==> src/rtl/fft_result_reader.sv <==
// Unloads one FFT frame from two 512-word banks into a valid/ready stream.
// Define FFT_READER_BITREV_EN to read bit-reversed-order results.
module fft_result_reader #(
   parameter int FFT_N             = 10,
   parameter int FFT_DW            = 16,
   parameter int FFT_MAX_BIT_WIDTH = 5
) (
   input  logic                         clk,
   input  logic                         reset,
   input  logic                         start,
   input  logic [FFT_MAX_BIT_WIDTH-1:0] ibfp,
   output logic                         busy,
   output logic                         done,
   output logic                         ract_ram0,
   output logic                         ract_ram1,
   output logic [FFT_N-2:0]             ra_ram0,
   output logic [FFT_N-2:0]             ra_ram1,
   input  logic [2*FFT_DW-1:0]          rdr_ram0,
   input  logic [2*FFT_DW-1:0]          rdr_ram1,
   output logic                         o_valid,
   input  logic                         o_ready,
   output logic [FFT_DW-1:0]            o_real,
   output logic [FFT_DW-1:0]            o_imag,
   output logic [FFT_N-1:0]             o_index,
   output logic                         o_last,
   output logic [FFT_MAX_BIT_WIDTH-1:0] o_exp
);

   localparam logic [1:0] S_IDLE  = 2'd0;
   localparam logic [1:0] S_READ  = 2'd1;
   localparam logic [1:0] S_DRAIN = 2'd2;

   typedef struct packed {
      logic              last;
      logic [FFT_N-1:0]  idx;
      logic [FFT_DW-1:0] re;
      logic [FFT_DW-1:0] im;
   } ent_t;

   logic [1:0]                   state_q;
   logic [FFT_N-1:0]             rd_k_q;
   logic                         infl_q;
   logic [FFT_N-1:0]             infl_idx_q;
   logic                         infl_bank_q;
   logic [1:0]                   cnt_q;
   ent_t                         head_q;
   ent_t                         skid_q;
   logic [FFT_MAX_BIT_WIDTH-1:0] exp_q;
   logic                         done_q;

   logic [FFT_N-1:0]    phys;
   logic                bank;
   logic                pop;
   logic                push;
   logic                issue;
   logic [2:0]          occ;
   logic [2*FFT_DW-1:0] rdat;
   ent_t                in_e;

   function automatic logic [FFT_N-1:0] bitrev(input logic [FFT_N-1:0] v);
      logic [FFT_N-1:0] r;
      for (int i = 0; i < FFT_N; i++)
         r[i] = v[FFT_N-1-i];
      return r;
   endfunction

`ifdef FFT_READER_BITREV_EN
   assign phys = bitrev(rd_k_q);
`else
   assign phys = rd_k_q;
`endif

   assign bank = phys[FFT_N-1];

   // Credit check counts buffered words plus the word still in the RAM pipe.
   assign pop   = o_valid && o_ready;
   assign push  = infl_q;
   assign occ   = {1'b0, cnt_q} + {2'b00, infl_q};
   assign issue = (state_q == S_READ) && ((occ - {2'b00, pop}) < 3'd2);

   assign ract_ram0 = issue && !bank;
   assign ract_ram1 = issue && bank;
   assign ra_ram0   = phys[FFT_N-2:0];
   assign ra_ram1   = phys[FFT_N-2:0];

   assign rdat      = infl_bank_q ? rdr_ram1 : rdr_ram0;
   assign in_e.last = &infl_idx_q;
   assign in_e.idx  = infl_idx_q;
   assign in_e.re   = rdat[2*FFT_DW-1:FFT_DW];
   assign in_e.im   = rdat[FFT_DW-1:0];

   assign busy    = (state_q != S_IDLE);
   assign done    = done_q;
   assign o_valid = (cnt_q != 2'd0);
   assign o_real  = head_q.re;
   assign o_imag  = head_q.im;
   assign o_index = head_q.idx;
   assign o_last  = head_q.last;
   assign o_exp   = exp_q;

   always_ff @(posedge clk) begin
      if (reset) begin
         state_q <= S_IDLE;
         rd_k_q  <= '0;
         exp_q   <= '0;
         done_q  <= 1'b0;
      end else begin
         done_q <= pop && o_last;
         case (state_q)
            S_IDLE: begin
               if (start) begin
                  state_q <= S_READ;
                  exp_q   <= ibfp;
                  rd_k_q  <= '0;
               end
            end
            S_READ: begin
               if (issue) begin
                  rd_k_q <= rd_k_q + 1'b1;
                  if (&rd_k_q)
                     state_q <= S_DRAIN;
               end
            end
            S_DRAIN: begin
               if (pop && o_last)
                  state_q <= S_IDLE;
            end
            default: state_q <= S_IDLE;
         endcase
      end
   end

   always_ff @(posedge clk) begin
      if (reset) begin
         infl_q      <= 1'b0;
         infl_idx_q  <= '0;
         infl_bank_q <= 1'b0;
      end else begin
         infl_q <= issue;
         if (issue) begin
            infl_idx_q  <= rd_k_q;
            infl_bank_q <= bank;
         end
      end
   end

   // head_q is what the consumer sees; skid_q catches the word that was
   // already in flight when the consumer stalled.
   always_ff @(posedge clk) begin
      if (reset) begin
         cnt_q  <= 2'd0;
         head_q <= '0;
         skid_q <= '0;
      end else begin
         case (cnt_q)
            2'd0: begin
               if (push) begin
                  head_q <= in_e;
                  cnt_q  <= 2'd1;
               end
            end
            2'd1: begin
               if (push && pop) begin
                  head_q <= in_e;
               end else if (push) begin
                  skid_q <= in_e;
                  cnt_q  <= 2'd2;
               end else if (pop) begin
                  cnt_q <= 2'd0;
               end
            end
            2'd2: begin
               if (push && pop) begin
                  head_q <= skid_q;
                  skid_q <= in_e;
               end else if (pop) begin
                  head_q <= skid_q;
                  cnt_q  <= 2'd1;
               end
            end
            default: cnt_q <= 2'd0;
         endcase
      end
   end

endmodule

==> config.mk <==
export PLATFORM = sky130hd
export DESIGN_NAME = fft_result_reader
export DESIGN_NICKNAME = d
export VERILOG_FILES = /design/src/rtl/fft_result_reader.sv
export SDC_FILE = /design/constraint.sdc
export NUM_CORES = 1
export LEC_CHECK = 0
export ABC_AREA = 1
export CAP_MARGIN = 20
export CORE_MARGIN = 5
export CORE_UTILIZATION = 40
export DETAILED_ROUTE_END_ITERATION = 7
export GPL_TIMING_DRIVEN = 0
export HOLD_SLACK_MARGIN = 0.12
export PLACE_DENSITY = 0.68
export RECOVER_POWER = 100
export REMOVE_ABC_BUFFERS = 1
export SYNTH_ARGS = -nofsm -noshare
export SYNTH_HDL_FRONTEND = slang
export SYNTH_SLANG_ARGS = --single-unit
==> constraint.sdc <==
create_clock -name clk -period 2.45 [get_ports clk]
set_input_delay 0.49 -clock clk [delete_from_list [all_inputs] [get_ports clk]]
set_output_delay 0.49 -clock clk [all_outputs]
set_load 0.03 [all_outputs]
# After elaboration in Yosys (flattened, before gate mapping)

Cells that the tools add are included.

Register bits: 118
Input port bits: 73
Output and inout bits: 71
Logic and storage cells: 82

Add/sub/neg operators: 3
$lt $le $gt $ge: 1
Equal/unequal tests: 17
Multiplexer cells: 23
Reductions and logical operators: 22

Operators by type and width:

| cell                    | count |
|---|---|
| $mux W43                | 5 |
| $pmux W43 S3            | 1 |
| $pmux W43 S2            | 1 |
| $mux W32                | 1 |
| $mux W10                | 2 |
| $mux W2                 | 10 |
| $ne A2 B2 Y1 const B    | 10 |
| $pmux W10 S2            | 1 |
| $reduce_and A10 Y1      | 2 |
| $pmux W2 S3             | 2 |
| $reduce_and A4 Y1       | 3 |
| $add A10 B1 Y10 const B | 1 |
| $reduce_bool A2 Y1      | 4 |
| $logic_and A1 B1 Y1     | 6 |
| $ne A3 B3 Y1 const B    | 2 |
| $reduce_and A5 Y1       | 1 |
| $eq A2 B1 Y1 const B    | 2 |
| $eq A2 B2 Y1 const B    | 2 |
| $logic_not A2 Y1        | 2 |
| $add A2 B1 Y3           | 1 |
| $lt A3 B2 Y1 const B    | 1 |
| $reduce_and A3 Y1       | 1 |
| $reduce_bool A3 Y1      | 1 |
| $sub A3 B1 Y3           | 1 |
| other kinds (3)         | 3 |

# Depth between registers and ports, before layout

Gate-level depths: netlist of run 1.

Word-level depth: 7
Gate-level depth with buffers: 13
Depth with buffers taken out: 13

# Worst setup path before layout of run 1

Ideal clock, no wire load.

Path kind: reg2out
From: register cnt_q[1]
To: output port ract_ram1
Arrival time: 2.148 ns
Required time: 1.960 ns
Slack: -0.188 ns
Stages on the path, launching flop included: 8
Buffers on the path: 1
Cells stage by stage: dfxtp_1 nand2_4 nor2_1 o21ai_0 fa_1 nand4_1 clkbuf_1 nor2_1

Longest elaborated chain between the ends: 6
Elaborated cells on any way between the ends: 7
Classes of those cells: add/sub: 2; order compare: 1; reduce/logical: 4

RTL lines:

| item                                                  | line | source |
|---|---|---|
| start, declared                                       | 45   | `logic [1:0] cnt_q;` |
| start signal, assigned                                | 151  | `cnt_q <= 2'd0;` |
| start signal, assigned                                | 159  | `cnt_q <= 2'd1;` |
| start signal, assigned                                | 167  | `cnt_q <= 2'd2;` |
| branches (longest 2 deep; another with $add A2 B1 Y3) | n/a  |  |
| $sub A3 B1 Y3 (*)                                     | 79   | `assign issue = (state_q == S_READ) && ((occ - {2'b00, pop}) < 3'd2);` |
| $lt A3 B2 Y1 (*)                                      | 79   |  |
| $logic_and A1 B1 Y1 (*)                               | 79   |  |
| $logic_and A1 B1 Y1 (*)                               | 82   | `assign ract_ram1 = issue && bank;` |
| end, declared                                         | 15   | `output logic ract_ram1,` |

Mark *: on every way between the ends.

# Worst setup path in the final report of run 1

From: input port o_ready
To: output port ract_ram1

Longest elaborated chain between the ends: 5

RTL lines:

| item                | line | source |
|---|---|---|
| start, declared     | 21   | `input logic o_ready,` |
| $logic_and A1 B1 Y1 | 76   | `assign pop = o_valid && o_ready;` |
| $sub A3 B1 Y3       | 79   |  |
| $lt A3 B2 Y1        | 79   |  |
| $logic_and A1 B1 Y1 | 79   |  |
| $logic_and A1 B1 Y1 | 82   |  |

Every way passes these cells.

==> results of run 1 <==
[path summary, 6_finish.rpt]
| path | start | endpoint | slack, ns | depth (start not counted) |
|---|---|---|---|---|
| max | o_ready | ract_ram1 | -0.25 | 9 |
| min | skid_q[17]$_SDFFE_PP0P_ | skid_q[17]$_SDFFE_PP0P_ | 0.44 | 2 |
| max reg2reg | cnt_q[1]$_SDFFE_PP0P_ | o_last$_SDFFE_PP0P_ | -0.03 | 8 |
| min reg2reg | skid_q[17]$_SDFFE_PP0P_ | skid_q[17]$_SDFFE_PP0P_ | 0.44 | 2 |
[state kept, by name, indices dropped and copies added, names as in the netlist]
signal / cells
o_imag: 16
o_index: 10
infl_q: 1
state_q: 2
o_last: 1
o_real: 16
phys: 10
o_exp: 5
done: 1
skid_q: 43
infl_idx_q: 10
cnt_q: 2
[cells in the final DEF (no fill, tap or decap), types with 2 or more instances in the layout]
cell type / instances
a211oi_1: 2
a21oi_1: 78
a31oi_1: 15
buf_16: 2
buf_4: 11
buf_6: 2
bufinv_16: 3
clkbuf_1: 2
clkbuf_16: 17
clkbuf_8: 5
clkdlybuf4s50_1: 70
clkinv_2: 5
dfxtp_1: 114
dfxtp_4: 2
dlygate4sd3_1: 69
inv_1: 45
inv_2: 2
inv_4: 2
nand2_1: 151
nand2_4: 3
nand3_1: 21
nand4_1: 5
nor2_1: 92
nor2_2: 6
nor2_4: 3
nor3_1: 6
o211a_1: 6
o21ai_0: 119
xor2_1: 2
[logic make-up after synthesis]
kind of cell,count (synthesis)
xor gates and xnor gates,2
adders and majority gates,2
and+or+nand+nor,284
AOI/OAI and AO/OA,227
buffers and inverters,114
DFF,117
[metal layers]
metal  track usage (%)  wire [um]
met1              24.8       7060
met2              31.8       7130
met3              5.75        923
met4              5.80        118
met5                 0          0
[worst max-delay path, cell delays in order]
cell             delay (ns)
clkdlybuf4s15_1        0.29
inv_2                  0.13
nor2_4                 0.04
buf_4                  0.13
fa_1                   0.53
nand4_1                0.17
buf_4                  0.21
nor2_4                 0.07
buf_6                  0.13
[repair_timing]
item	4_1_cts	5_1_grt
gates cloned	4	1
pin swaps	7	3
gates resized for setup	33	5
setup endpoints to repair	89	50
setup buffers	12	1
[per-stage QoR]
| step | hold WS (ns) | util [%] | setup WS (ns) | instance area, um^2 | power (mW) |
|---|---|---|---|---|---|
| 2_1_floorplan | 0.427 | - | -0.420 | 4930 | 2.58 |
| 3_3_place_gp | 0.435 | 50.3 | -1.60 | 6590 | 2.97 |
| 3_5_place_dp | 0.441 | 50.9 | -1.57 | 6660 | 2.99 |
| 4_1_cts | 0.449 | 57.1 | -0.248 | 7470 | 5.62 |
| 5_1_grt | 0.466 | 57.1 | -0.333 | 7470 | 5.80 |
| 6_report | 0.443 | 57.1 | -0.246 | 7470 | 5.54 |
[area by class of cell]
class                   instances  area (um^2)
fillers                      1206         5610
well taps                     176          220
clock buffers                  23          498
repair buffers                159         1600
multi-input cells             520         2480
flip-flops and latches        117         2350
inverters                      51          201
clock inverters                 9          123
[power breakdown]
part | switching [mW] | internal [mW] | total, mW
sequential | 0.0624 | 2.01 | 2.07
combinational | 0.537 | 0.367 | 0.904
clock | 0.846 | 1.72 | 2.57
total | 1.45 | 4.10 | 5.54
==> flow_summary.json, run 1 <==
{
  "antenna_cells": 0,
  "synthMuxAreaShare_pct": 0,
  "cts_max_level": 4,
  "holdCritPathClass": "reg2reg",
  "final_cells": 1055,
  "synth.area.top_cells": "dfxtp_1 44%, o21ai_0 11%, nand2_1 11%",
  "grt_pass1_vias": 4942,
  "ir_worst_vdd_mv": 0.432,
  "syn2layout_area_growth_pct": 41.8,
  "period_share_pct": 110,
  "synthXorXnorAreaFrac_pct": 0.333,
  "syn_area_um2": 5270,
  "finClkSkew_ns": 0.00670,
  "p_leak_nw": 3.26,
  "critPathRequiredTime_ns": 1.96,
  "die_h_um": 125,
  "die_x_um": 125,
  "synth.yosys.seq_area_share_pct": 44.5,
  "tightest_slew_ns": 1.12,
  "ys_ff_latch": 117,
  "routed_wl_um": 15200,
  "crit_arrival_ns": 2.21,
  "clock_path_buffers": 2,
  "slew_violations": 0,
  "drive_above_1_share_pct": 8.19,
  "rsz0062_at_grt": "true",
  "grt_pass1_wl_um": 24700,
  "wl_per_cell_um": 14.4,
  "io_pins": 144,
  "avgSynthCellArea_um2": 7.06,
  "synthSimpleGateAreaFrac_pct": 21.6,
  "cts_tree": "yes",
  "synth.most_common_cell": "nand2_1",
  "setup_violations": 7,
  "crit_type": "in2out",
  "drtAntennaViolNets": 0,
  "cts_buffers": 17,
  "synth_top_cell_area_share_pct": 44.5,
  "track_usage_pct": 19.5,
  "antenna_found_initial": 0,
  "fin_crit_ns": 2.70,
  "vias": 5221,
  "final_nets": 941,
  "synth_fa_ha_area_share_pct": 0.618,
  "synth-compound-area-share_pct": 23.0,
  "route.detailed.drc": 0,
  "portBuffers": 143,
  "hold_viol_final": 0,
  "maxCapViolations": 0,
  "core-area_um2": 13100,
  "fmaxAchievable_ghz": 0.371,
  "synthTopCellsByCount": "151 x nand2_1, 117 x dfxtp_1, 117 x o21ai_0",
  "yosysWarnings": 0,
  "insertion_delay_ns": 0.41,
  "yosys.area.top_type": "dfxtp_1",
  "cts_sinks": 117,
  "viasPerCell": 4.95,
  "dp.cells": 1005,
  "cts_root_buffer": "clkbuf_16",
  "critPathLaunchType": "input pin",
  "drt_iter0_markers": 410,
  "grt_overflow_total": 0,
  "synth_top_family_by_area": "compound AO/OA/AOI/OAI gates",
  "synth_edf_count": 0,
  "critical_path.endpoint_type": "primary output",
  "synthArstFlopShare_pct": 0,
  "cts_hold_buf": 0,
  "power_density_nw_per_um2": 742,
  "dp_hpwl_um": 8640,
  "status": "finished, violations left",
  "gp_congestion": 0.746,
  "first_pass_iters": 6,
  "tns_ns": -0.500,
  "synth.distinct_cells": 33,
  "critPathMaxFanout": 6,
  "die_area_um2": 15600,
  "cts.clk_slew.worst_paths_ns": 0.05,
  "grt_max_degree": 104,
  "synth_ff_type": "dfxtp_1",
  "synthCells": 746,
  "num_rows": 42,
  "violations": "negative setup slack",
  "timing.final.ws_setup_ns": -0.246,
  "slew_headroom_pct": 24.9,
  "initial_core_util_pct": 40.3
}
Power figures use the tool's default switching activity.
==> inputs of run 2 (changes only) <==
- CORE_ASPECT_RATIO: unset -> 0.5
- CORE_UTILIZATION: 40 -> 48
- PLACE_DENSITY: 0.68 -> 0.8
==> run 2 against run 1 <==
The run still ends with negative setup slack left; clock-buffer cell count unchanged; sequential share of layout area down 0.11 points; clock skew up 0.0037 ns; clock power down 2%; cell count down 2.5%; total power up 0.21%; core utilization up 12 points; via count up 4.4%; maximum frequency down 1.3%; critical path type is now reg2out.
==> flow_summary.json, run 2 (synthesis gave the netlist of run 1 again) <==
{
  "status": "finished, violations left",
  "violations": "negative setup slack",
  "routed-wl-met2_um": 7400,
  "final_cells": 1029,
  "gp_congestion": 0.832,
  "grt_overflow_total": 0,
  "ir_worst_vdd_mv": 0.514,
  "stdcell_area_um2": 7490,
  "drtAntennaViolNets": 0,
  "dp.cells": 976,
  "cts_buffers": 17,
  "cts_root_buffer": "clkbuf_16",
  "final_nets": 946,
  "power_density_nw_per_um2": 741,
  "grt_pass1_vias": 5130,
  "io_pins": 144,
  "maxCapViolations": 0,
  "cts_hold_buf": 0,
  "placed_area_um2": 6680,
  "largest_reg_flops": 43,
  "drt_iter0_markers": 278,
  "wl_per_cell_um": 15.1,
  "grt_max_degree": 55,
  "critPathRequiredTime_ns": 1.96,
  "die_x_um": 158,
  "critPathLaunchType": "register",
  "grt_pass1_wl_um": 25000,
  "hold_slack_ns": 0.445,
  "met3WireLength_um": 907,
  "critical_path.endpoint_type": "primary output",
  "hold_viol_final": 0,
  "antenna_found_initial": 0,
  "rsz0062_at_grt": "true",
  "cts_tree": "yes",
  "track_usage_pct": 23.4,
  "num_rows": 27,
  "period_share_pct": 111,
  "highest_layer": "met4",
  "fmaxAchievable_ghz": 0.366,
  "top_register": "skid_q",
  "dp_hpwl_um": 9300,
  "slew_headroom_pct": 37.1,
  "final_common_cell": "nand2_1",
  "antenna_cells": 0,
  "crit_arrival_ns": 2.24,
  "die_h_um": 84.1,
  "drive_above_1_share_pct": 8.60,
  "syn2layout_area_growth_pct": 42.2,
  "cts.clk_slew.worst_paths_ns": 0.06,
  "critPathMaxFanout": 4,
  "p_leak_nw": 3.12,
  "cts_max_level": 4,
  "clock_path_buffers": 2,
  "crit_type": "reg2out",
  "regToRegSetupSlack_ns": 0,
  "tns_ns": -0.544,
  "initial_core_util_pct": 48.6,
  "tightest_slew_ns": 0.943,
  "insertion_delay_ns": 0.41,
  "timing.final.ws_setup_ns": -0.280,
  "core-area_um2": 10800,
  "wl_met1_um": 6870,
  "slew_violations": 0,
  "fillerInstances": 878,
  "cts_sinks": 117,
  "portBuffers": 143,
  "routed_wl_um": 15600,
  "viasPerCell": 5.30,
  "finClkSkew_ns": 0.0104,
  "vias": 5453,
  "holdCritPathClass": "reg2reg",
  "route.detailed.drc": 0,
  "first_pass_iters": 5,
  "setup_violations": 2,
  "die_area_um2": 13300,
  "fin_crit_ns": 2.73,
  "layout_common_cells": "150 x nand2_1, 126 x clkdlybuf4s50_1, 116 x o21ai_0, 115 x dfxtp_1, 93 x nor2_1"
}
run 2: cell count changes in the layout (fill, tap and decap cells not counted), sizes merged:
cell	delta
clkdlybuf4s50	+56
dlygate4sd2	-1
dlygate4sd3	-55
buf	+7
clkinvlp	+1
a21oi	-1
clkbuf	-1
clkinv	-1
run 2: through the flow:
| stage | total power [mW] | utilization, % | setup slack, ns |
|---|---|---|---|
| 6_report | 5.55 | 69.1 | -0.280 |
| 5_1_grt | 5.80 | 69.1 | -0.342 |
| 4_1_cts | 5.57 | 68.7 | -0.258 |
| 3_5_place_dp | 3.01 | 61.6 | -1.59 |
| 3_3_place_gp | 2.96 | 60.4 | -1.60 |
| 2_1_floorplan | 2.58 | - | -0.420 |
run 2: what timing repair did:
action                     in CTS  in global routing
setup endpoints to repair      85                 25
cloned                          4                  0
gates resized for setup        32                  3
setup buffers                  12                  5
pin swaps                       7                  5
run 2: report_power, final:
group,total [mW],internal (mW),switching (mW)
Clock,2.52,1.67,0.852
Combinational,0.957,0.408,0.549
Sequential,2.07,2.01,0.0685
run 2: final timing paths:
path,startpoint,end,depth (start not counted)
max,cnt_q[0]$_SDFFE_PP0P_,ract_ram0,8
min,skid_q[22]$_SDFFE_PP0P_,skid_q[22]$_SDFFE_PP0P_,2
max reg2reg,cnt_q[1]$_SDFFE_PP0P_,o_last$_SDFFE_PP0P_,10
min reg2reg,skid_q[22]$_SDFFE_PP0P_,skid_q[22]$_SDFFE_PP0P_,2
run 2: layer usage:
metal  global-route usage (%)  vias to the layer above
met2                     37.8                      189
met1                     30.5                     2514
met5                        0                        -
met4                     8.36                        0
met3                     5.49                       36
li1                         -                     2714
run 2: critical path: stages, from the launching register on:
cell and delay (ns):
dfxtp_4 0.37, inv_8 0.05, nand2_8 0.07, nor2_4 0.04
buf_4 0.13, fa_1 0.53, nand4_1 0.24, nor2_2 0.24
buf_6 0.16
run 2: final cells by class:
type | count | area (um^2) | share of cell area [%]
clock buffer | 23 | 478 | 6.38
multi-input combinational | 519 | 2470 | 33.0
tap | 145 | 181 | 2.42
clock inverter | 9 | 125 | 1.67
timing repair buffer | 165 | 1690 | 22.5
inverter | 51 | 201 | 2.69
sequential | 117 | 2350 | 31.4
